## src/rtl/lc3b_types.sv

```systemverilog
// lc3b_types: shared lc3b datapath types.
//   lc3b_word      - 16-bit machine word / physical address
//   lc3b_line      - 128-bit cache line
//   lc3b_arb_state - memory arbiter FSM state
//   lc3b_arb_sel   - which cache currently owns the memory port
package lc3b_types;

    typedef logic [15:0]  lc3b_word;
    typedef logic [127:0] lc3b_line;

    typedef enum logic [1:0] {
        IDLE = 2'd0,
        BUSY = 2'd1,
        DONE = 2'd2
    } lc3b_arb_state;

    typedef enum logic [1:0] {
        ARB_NONE = 2'd0,
        ARB_I    = 2'd1,
        ARB_D    = 2'd2
    } lc3b_arb_sel;

endpackage

```

## src/rtl/sat_counter.sv

```systemverilog
// sat_counter: saturating up-counter used for grant statistics.
//   clk   - clock
//   rst   - synchronous active-high reset (count -> 0)
//   clear - synchronous clear (count -> 0)
//   inc   - add one unless already all-ones
//   count - current count
module sat_counter #(
    parameter int CNT_W = 16
) (
    input  logic             clk,
    input  logic             rst,
    input  logic             clear,
    input  logic             inc,
    output logic [CNT_W-1:0] count
);

    logic [CNT_W-1:0] count_reg;

    always_ff @(posedge clk) begin
        if (rst || clear) begin
            count_reg <= '0;
        end else if (inc && (count_reg != '1)) begin
            count_reg <= count_reg + CNT_W'(1);
        end
    end

    assign count = count_reg;

endmodule

```

## src/rtl/mem_arbiter.sv

```systemverilog
// mem_arbiter: shares the physical-memory line port between the icache and
// dcache miss paths. One side is granted at a time (round-robin on ties);
// the memory response is routed only to the granted side.
//   clk, rst                       - clock, synchronous active-high reset
//   i_read/i_addr/i_rdata/i_resp   - icache line-fill port
//   d_read/d_write/d_addr/d_wdata/
//   d_rdata/d_resp                 - dcache fill / write-back port
//   pmem_*                         - physical memory port
//   i_grants/d_grants              - saturating per-side grant counts
module mem_arbiter
    import lc3b_types::*;
#(
    parameter int ADDR_W = 16,
    parameter int LINE_W = 128,
    parameter int CNT_W  = 16
) (
    input  logic              clk,
    input  logic              rst,
    input  logic              i_read,
    input  logic [ADDR_W-1:0] i_addr,
    output logic [LINE_W-1:0] i_rdata,
    output logic              i_resp,
    input  logic              d_read,
    input  logic              d_write,
    input  logic [ADDR_W-1:0] d_addr,
    input  logic [LINE_W-1:0] d_wdata,
    output logic [LINE_W-1:0] d_rdata,
    output logic              d_resp,
    output logic              pmem_read,
    output logic              pmem_write,
    output logic [ADDR_W-1:0] pmem_addr,
    output logic [LINE_W-1:0] pmem_wdata,
    input  logic [LINE_W-1:0] pmem_rdata,
    input  logic              pmem_resp,
    output logic [CNT_W-1:0]  i_grants,
    output logic [CNT_W-1:0]  d_grants
);

    lc3b_arb_state state_reg;
    lc3b_arb_sel   grant_reg;
    lc3b_arb_sel   last_grant_reg;
    logic          rd_reg;
    logic          wr_reg;

    logic          d_req;
    logic          sel_i;
    logic          sel_d;

    assign d_req = d_read | d_write;
    assign sel_i = (state_reg == BUSY) && (grant_reg == ARB_I);
    assign sel_d = (state_reg == BUSY) && (grant_reg == ARB_D);

    // Strobes are captured at grant time so a requester that drops its
    // request mid-transaction cannot abort the memory cycle.
    always_ff @(posedge clk) begin
        if (rst) begin
            state_reg      <= IDLE;
            grant_reg      <= ARB_NONE;
            last_grant_reg <= ARB_I;
            rd_reg         <= 1'b0;
            wr_reg         <= 1'b0;
        end else begin
            case (state_reg)
                IDLE: begin
                    // dcache wins if alone, or on a tie when icache went last
                    if (d_req && (!i_read || (last_grant_reg == ARB_I))) begin
                        grant_reg <= ARB_D;
                        rd_reg    <= d_read;
                        wr_reg    <= d_write;
                        state_reg <= BUSY;
                    end else if (i_read) begin
                        grant_reg <= ARB_I;
                        rd_reg    <= 1'b1;
                        wr_reg    <= 1'b0;
                        state_reg <= BUSY;
                    end
                end
                BUSY: begin
                    if (pmem_resp) begin
                        last_grant_reg <= grant_reg;
                        grant_reg      <= ARB_NONE;
                        rd_reg         <= 1'b0;
                        wr_reg         <= 1'b0;
                        state_reg      <= DONE;
                    end
                end
                DONE: begin
                    // one dead cycle lets the requester drop its request
                    state_reg <= IDLE;
                end
                default: begin
                    state_reg <= IDLE;
                end
            endcase
        end
    end

    assign pmem_read  = rd_reg;
    assign pmem_write = wr_reg;

    always_comb begin
        pmem_addr  = '0;
        pmem_wdata = '0;
        i_rdata    = '0;
        d_rdata    = '0;
        i_resp     = 1'b0;
        d_resp     = 1'b0;
        if (sel_i) begin
            pmem_addr = i_addr;
            i_rdata   = pmem_rdata;
            i_resp    = pmem_resp;
        end else if (sel_d) begin
            pmem_addr  = d_addr;
            pmem_wdata = d_wdata;
            d_rdata    = pmem_rdata;
            d_resp     = pmem_resp;
        end
    end

    // index 0 = icache, index 1 = dcache
    logic [1:0]       cnt_inc;
    logic [CNT_W-1:0] cnt_val [2];

    assign cnt_inc[0] = sel_i & pmem_resp;
    assign cnt_inc[1] = sel_d & pmem_resp;

    generate
        for (genvar gi = 0; gi < 2; gi++) begin : g_cnt
            sat_counter #(
                .CNT_W (CNT_W)
            ) u_cnt (
                .clk   (clk),
                .rst   (rst),
                .clear (1'b0),
                .inc   (cnt_inc[gi]),
                .count (cnt_val[gi])
            );
        end
    endgenerate

    assign i_grants = cnt_val[0];
    assign d_grants = cnt_val[1];

endmodule

```

## config.mk

```make
export PLATFORM = sky130hd
export DESIGN_NAME = mem_arbiter
export DESIGN_NICKNAME = d
export VERILOG_FILES = /design/src/rtl/lc3b_types.sv /design/src/rtl/sat_counter.sv /design/src/rtl/mem_arbiter.sv
export SDC_FILE = /design/constraint.sdc
export NUM_CORES = 1
export LEC_CHECK = 0
export ABC_AREA = 1
export CAP_MARGIN = 20
export CORE_AREA = 5 5 280 282
export CTS_BUF_LIST = sky130_fd_sc_hd__clkbuf_8
export CTS_CLUSTER_SIZE = 25
export DETAILED_ROUTE_END_ITERATION = 8
export DIE_AREA = 0 0 285 287
export GPL_TIMING_DRIVEN = 0
export PLACE_DENSITY = 0.39
export REMOVE_ABC_BUFFERS = 1
export SYNTH_ARGS = -nofsm -noshare
export SYNTH_HDL_FRONTEND = slang
export SYNTH_SLANG_ARGS = --single-unit
```

## constraint.sdc

```tcl
create_clock -name clk -period 1.8 [get_ports clk]
set_input_delay 0.27 -clock clk [delete_from_list [all_inputs] [get_ports clk]]
set_output_delay 0.27 -clock clk [all_outputs]
set_load 0.01 [all_outputs]
```

After elaboration in Yosys (flattened, before gate mapping)
Cells that the tools add are included.
- register bits after elaboration: 40
- input bits: 294
- output and inout port bits: 436
- $add $sub $neg: 2
- eq/ne operators: 8
- multiplexer cells: 24
- bitwise logic cells: 3
- reduce and logical (&&, ||, !) cells: 12
- operators with widths (cell ; count):
    128-bit 2-to-1 mux ; 5
    16-bit by 1-bit adder with 16-bit output, second input constant ; 2
    16-bit 2-to-1 mux ; 2
    16-bit inequality test, second input constant ; 2
    2-bit 2-to-1 mux ; 5
    1-bit 2-to-1 mux ; 8
    2-bit one-hot mux with 2 select lines ; 2
    2-bit by 1-bit == test with 1-bit output, second input constant ; 3
    1-bit logical AND ; 5
    1-bit one-hot mux with 2 select lines ; 2
    2-bit AND reduction ; 2
    3-bit inequality test, second input constant ; 1
    3-bit AND reduction ; 1
    1-bit bitwise AND ; 2
    2-bit == test, second input constant ; 1
    2-bit logical NOT ; 1
    2-bit inequality test, second input constant ; 1
    2-bit nonzero test ; 1
    1-bit logical NOT ; 1
    1-bit logical OR ; 1
    1-bit OR ; 1

Depth between registers and ports, before layout
- depth in word-level cells: 5
- gate-level depth with buffers: 10
- depth with buffers taken out: 9

Cells and area by module
A second synthesis with hierarchy kept.
- cell total of the unflattened synthesis: 1092
- area, all modules: 5607.9 µm²
- by module, submodules not included (module ; instances ; cells each ; area an instance (µm²) ; seq. area each (µm²)):
    mem_arbiter ; 1 ; 794 ; 3706.1 ; 160.2
    sat_counter ; 2 ; 149 ; 950.9 ; 320.3

Worst setup path after synthesis
OpenSTA, ideal clock, no wires.
- path type: register to register
- start point: register g_cnt[0].u_cnt.count_reg[0]
- end point: register g_cnt[0].u_cnt.count_reg[2]
- arrival: 1.452 ns
- required time: 1.732 ns
- path slack: 0.280 ns
- stages on the path, launching flop included: 9
- clock period less this slack: 1.520 ns
- path through: dfxtp_1 ha_1 nand2_1 nor2_1 nand2_1 o21ai_2 buf_4 nand2_1 a21oi_2
- longest elaborated chain between the ends: 2
- elaborated cells on any way between the ends: 3
- those cells by class: add/sub (1); eq/ne (1); reduce/logical (1)
- RTL lines (element ; RTL line ; source):
    start: declaration ; sat_counter.sv:17 ; logic [CNT_W-1:0] count_reg;
    start signal: assignment ; sat_counter.sv:23 ; count_reg <= count_reg + CNT_W'(1);
    branches (longest 2 deep; another with 16-bit by 1-bit adder with 16-bit output) ; -- ;
Parallel ways; which one is timed is not known.
A chain may end at the register's enable or synchronous reset.

Final worst setup path
- start point: register grant_reg[1]
- end point: output i_rdata[117]
- longest elaborated chain between the ends: 3
- RTL lines (element ; RTL line ; source):
    start: declaration ; mem_arbiter.sv:40 ; lc3b_arb_sel grant_reg;
    start signal: assignment ; mem_arbiter.sv:58 ; grant_reg <= ARB_NONE;
    start signal: assignment ; mem_arbiter.sv:67 ; grant_reg <= ARB_D;
    start signal: assignment ; mem_arbiter.sv:72 ; grant_reg <= ARB_I;
    2-bit by 1-bit == test with 1-bit output ; mem_arbiter.sv:50 ; assign sel_i = (state_reg == BUSY) && (grant_reg == ARB_I);
    1-bit logical AND ; mem_arbiter.sv:50 ;
    128-bit 2-to-1 mux ; mem_arbiter.sv:108 ; if (sel_i) begin
    end: declaration ; mem_arbiter.sv:21 ; output logic [LINE_W-1:0] i_rdata,
Every way passes these cells.

==> summary.md <==
| Metric | Value |
|---|---|
| Status | `complete, but fails checks` |
| Failing checks | `setup timing` |
| P_leak | `0.00796 µW` |
| Initial Utilization | `6.75%` |
| Final Hold Viols | `0` |
| Vias in the first global route | `10007` |
| Worst slack, placed | `-2.21 ns` |
| Worst-path cell chain | `clkinvlp_4 > nand4_4 > buf_12 > buf_4 > clkbuf_16 > nor2_1 > dlygate4sd2_1` |
| Slowest stage cell, crit path | `dfxtp_4` |
| Hold-fix buffers, CTS | `0` |
| Mapped Avg Cell Area | `~4.7 µm²` |
| CTS tree | `built` |
| Final ANT Viol Nets | `0` |
| Placer Congestion | `0.924` |
| Critical R2R Launch | `grant_reg[1]` |
| First-pass GRT wire length | `103 mm` |
| Worst hold path class | `in -> reg` |
| Fmax | `between 400 and 500 MHz` |
| Final period util | `119%` |
| Setup crit start | `grant_reg[1]` |
| DR WL/cell | `roughly 30 µm` |
| DIE AREA | `81800 µm²` |
| Final setup margin | `-0.351 ns` |
| Worst Max-Slew Pin Slew | `0.641 ns` |
| GRT Overall Usage | `19.1%` |
| Post-route cell area | `15200 µm²` |
| CORE AREA | `75400 µm²` |
| Crit path DAT | `1.88 ns` |
| Via-per-instance ratio | `roughly 3.6` |
| Io pins | `between 700 and 800` |
| Die W | `285 µm` |
| FF+latch count, synth | `40` |
| RSZ-0062 raised after global routing | `true` |
| Slew Viols, Final | `0` |
| FP Rows | `101` |
| Latest clock arrival within the worst-skew pair | `0.31 ns` |
| Launching element type of the critical path | `register` |
| IR drop worst, VDD | `0.240 mV` |
| Clock slew at reported path FFs | `0.08 ns` |
| H-tree Lvls | `2` |
| Synth unique cells | `30` |
| Global route overflow | `0` |
| DR DRC count | `0` |
| Routed WL | `86.2 mm` |
| DIE HEIGHT | `287 µm` |
| Register area share after synthesis | `15.7%` |
| Deepest clock path buffer count | `2` |
| Dpl hpwl | `about 70 mm` |
| # setup viols final | `381` |
| Fin Clk Skew | `0.00942 ns` |
| Dpl cells | `about 2700` |
| Initial antenna violation count | `69` |
| Worst Hold Launch | `pmem_resp` |
| CTS buffer count | `5` |
| Crit Path Category | `reg -> out` |
| DR vias | `10291` |
| Non-Filler Instances | `around 2900` |
| Root Buffer | `clkbuf_8` |
| Post-synthesis cell area | `approximately 5100 µm²` |
| Cell Pwr Density | `275 nW/µm²` |
| Tmin final | `2.15 ns` |
| Critical path fanouts, max | `7` |
| Worst R2R Path Depth | `11` |
| Final Util | `20.1%` |
| DP Area | `approximately 13000 µm²` |
| CP max stage delay | `0.38 ns` |
| Critical path endpoint category | `primary output` |
| FILL cells | `8755` |
| Initial drt markers | `632` |
| Largest net degree at the start of global routing | `34` |
| Post-synthesis cell count | `1085` |
| CTS sink count | `40` |
| Pre-antenna DRT Iters | `5` |
| Maxcap violations | `0` |
| Share of post-route cells with drive strength above 1 | `28.1%` |
| # nets final | `between 2000 and 2500` |
| Max reg flops | `32` |
| Area Growth Syn to Fin | `198%` |
| Synth warnings | `0` |
| CP required | `about 1.5 ns` |
| Max_slew headroom | `a little under three fifths` |
| Hold path cells | `3` |
| I/O Buffers | `729` |
-- layout by cell type, fill, tap and decap left out, types with 18 or more instances in the layout --
master           instances
inv_1                  302
clkbuf_2                46
buf_4                   74
dfxtp_1                 36
nor2_1                 344
buf_16                  18
clkdlybuf4s50_1        327
clkdlybuf4s15_2         36
dlygate4sd2_1          113
nand2_1                 97
buf_2                   71
nor2_4                  61
nand3_1                 40
a21oi_1                 22
nor2_2                  54
buf_6                   80
-- cell families after synthesis --
family | Yosys count | synth area share, %
buffers and inverters | 361 | 27.8
AO/OA/AOI/OAI | 59 | 6.22
AND/OR/NAND/NOR | 612 | 47.9
flip-flops | 40 | 15.7
XOR/XNOR | 11 | 1.89
adder cells (fa/ha/maj) | 2 | 0.491
-- metrics by stage --
stage          TNS [ns]  hold WS (ns)  total power (µW)
2_1_floorplan  -1007.91         0.332              1540
3_3_place_gp   -2305.61         0.443              3150
3_5_place_dp    -615.35         0.445              3070
4_1_cts         -151.98         0.457              4020
5_1_grt         -115.96         0.424              4400
6_report         -87.63         0.413              4180
-- worst paths after layout --
check | endpoint | slack [ns]
max | i_rdata[117] | -0.35
min | state_reg[1] | 0.41
max reg2reg | g_cnt[0].u_cnt.count[14] | 0.05
min reg2reg | last_grant_reg[1] | 0.45
-- cell usage after synthesis --
| cell type | number | area [µm²] |
|---|---|---|
| nor2_4 | 2 | 22.5 |
| buf_4 | 2 | 15.0 |
| nand2_1 | 101 | 379 |
| nor3_1 | 1 | 5.00 |
| buf_2 | 28 | 140 |
| nand3_4 | 1 | 17.5 |
| clkinv_1 | 1 | 3.75 |
| nand3_1 | 40 | 200 |
| o21ai_2 | 1 | 8.76 |
| nor2_2 | 5 | 31.3 |
| dfxtp_1 | 40 | 801 |
| inv_2 | 4 | 15.0 |
| nand4_1 | 6 | 37.5 |
| nand4_4 | 1 | 21.3 |
| o211ai_1 | 1 | 7.51 |
| nand3b_1 | 1 | 7.51 |
| xor2_1 | 7 | 61.3 |
| a21oi_2 | 4 | 35.0 |
| nor2_1 | 452 | 1700 |
| buf_1 | 8 | 30.0 |
| clkbuf_1 | 12 | 45.0 |
| clkinv_2 | 1 | 5.00 |
| o21ai_0 | 30 | 150 |
| o21ai_1 | 1 | 5.00 |
| nand3_2 | 2 | 20.0 |
| ha_1 | 2 | 25.0 |
| inv_1 | 303 | 1140 |
| a21oi_1 | 22 | 110 |
| xnor2_1 | 4 | 35.0 |
| buf_6 | 2 | 22.5 |
-- worst max-delay path: cells and delay by family, from the launching register on --
family / cells / cell delay [ns]
flops: 1 / 0.38
simple gates: 2 / 0.25
buf+inv: 5 / 0.92
-- metal layers --
metal | track usage (%) | up-vias | routed length, µm
met2 | 32.2 | 651 | 40100
met1 | 18.9 | 4773 | 28400
met4 | 8.41 | 44 | 5190
li1 | - | 4651 | -
met5 | 0 | - | 293
met3 | 11.4 | 172 | 12100
-- power breakdown --
part	switching [µW]	internal [µW]	total, µW
registers	25.6	906	931
logic	1350	1300	2650
clock network	342	259	601
-- area by class of cell --
class	count	area [µm²]	share of cell area [%]
timing repair inverter	1	7.51	0.0494
antenna	14	35.0	0.231
sequential	40	813	5.35
tap	978	1220	8.06
inverter	309	1200	7.93
clock inverter	2	8.76	0.0577
multi-input combinational	691	3690	24.3
clock buffer	5	68.8	0.453
timing repair buffer	820	8140	53.6
-- timing repair --
| item | CTS | global route |
|---|---|---|
| buffers inserted | 27 | 34 |
| setup endpoints to repair | 437 | 436 |
| cloned | 21 | 14 |
| gates resized for setup | 900 | 711 |
| pin swaps | 15 | 8 |
Note: power is estimated with default switching activity, not from simulation.
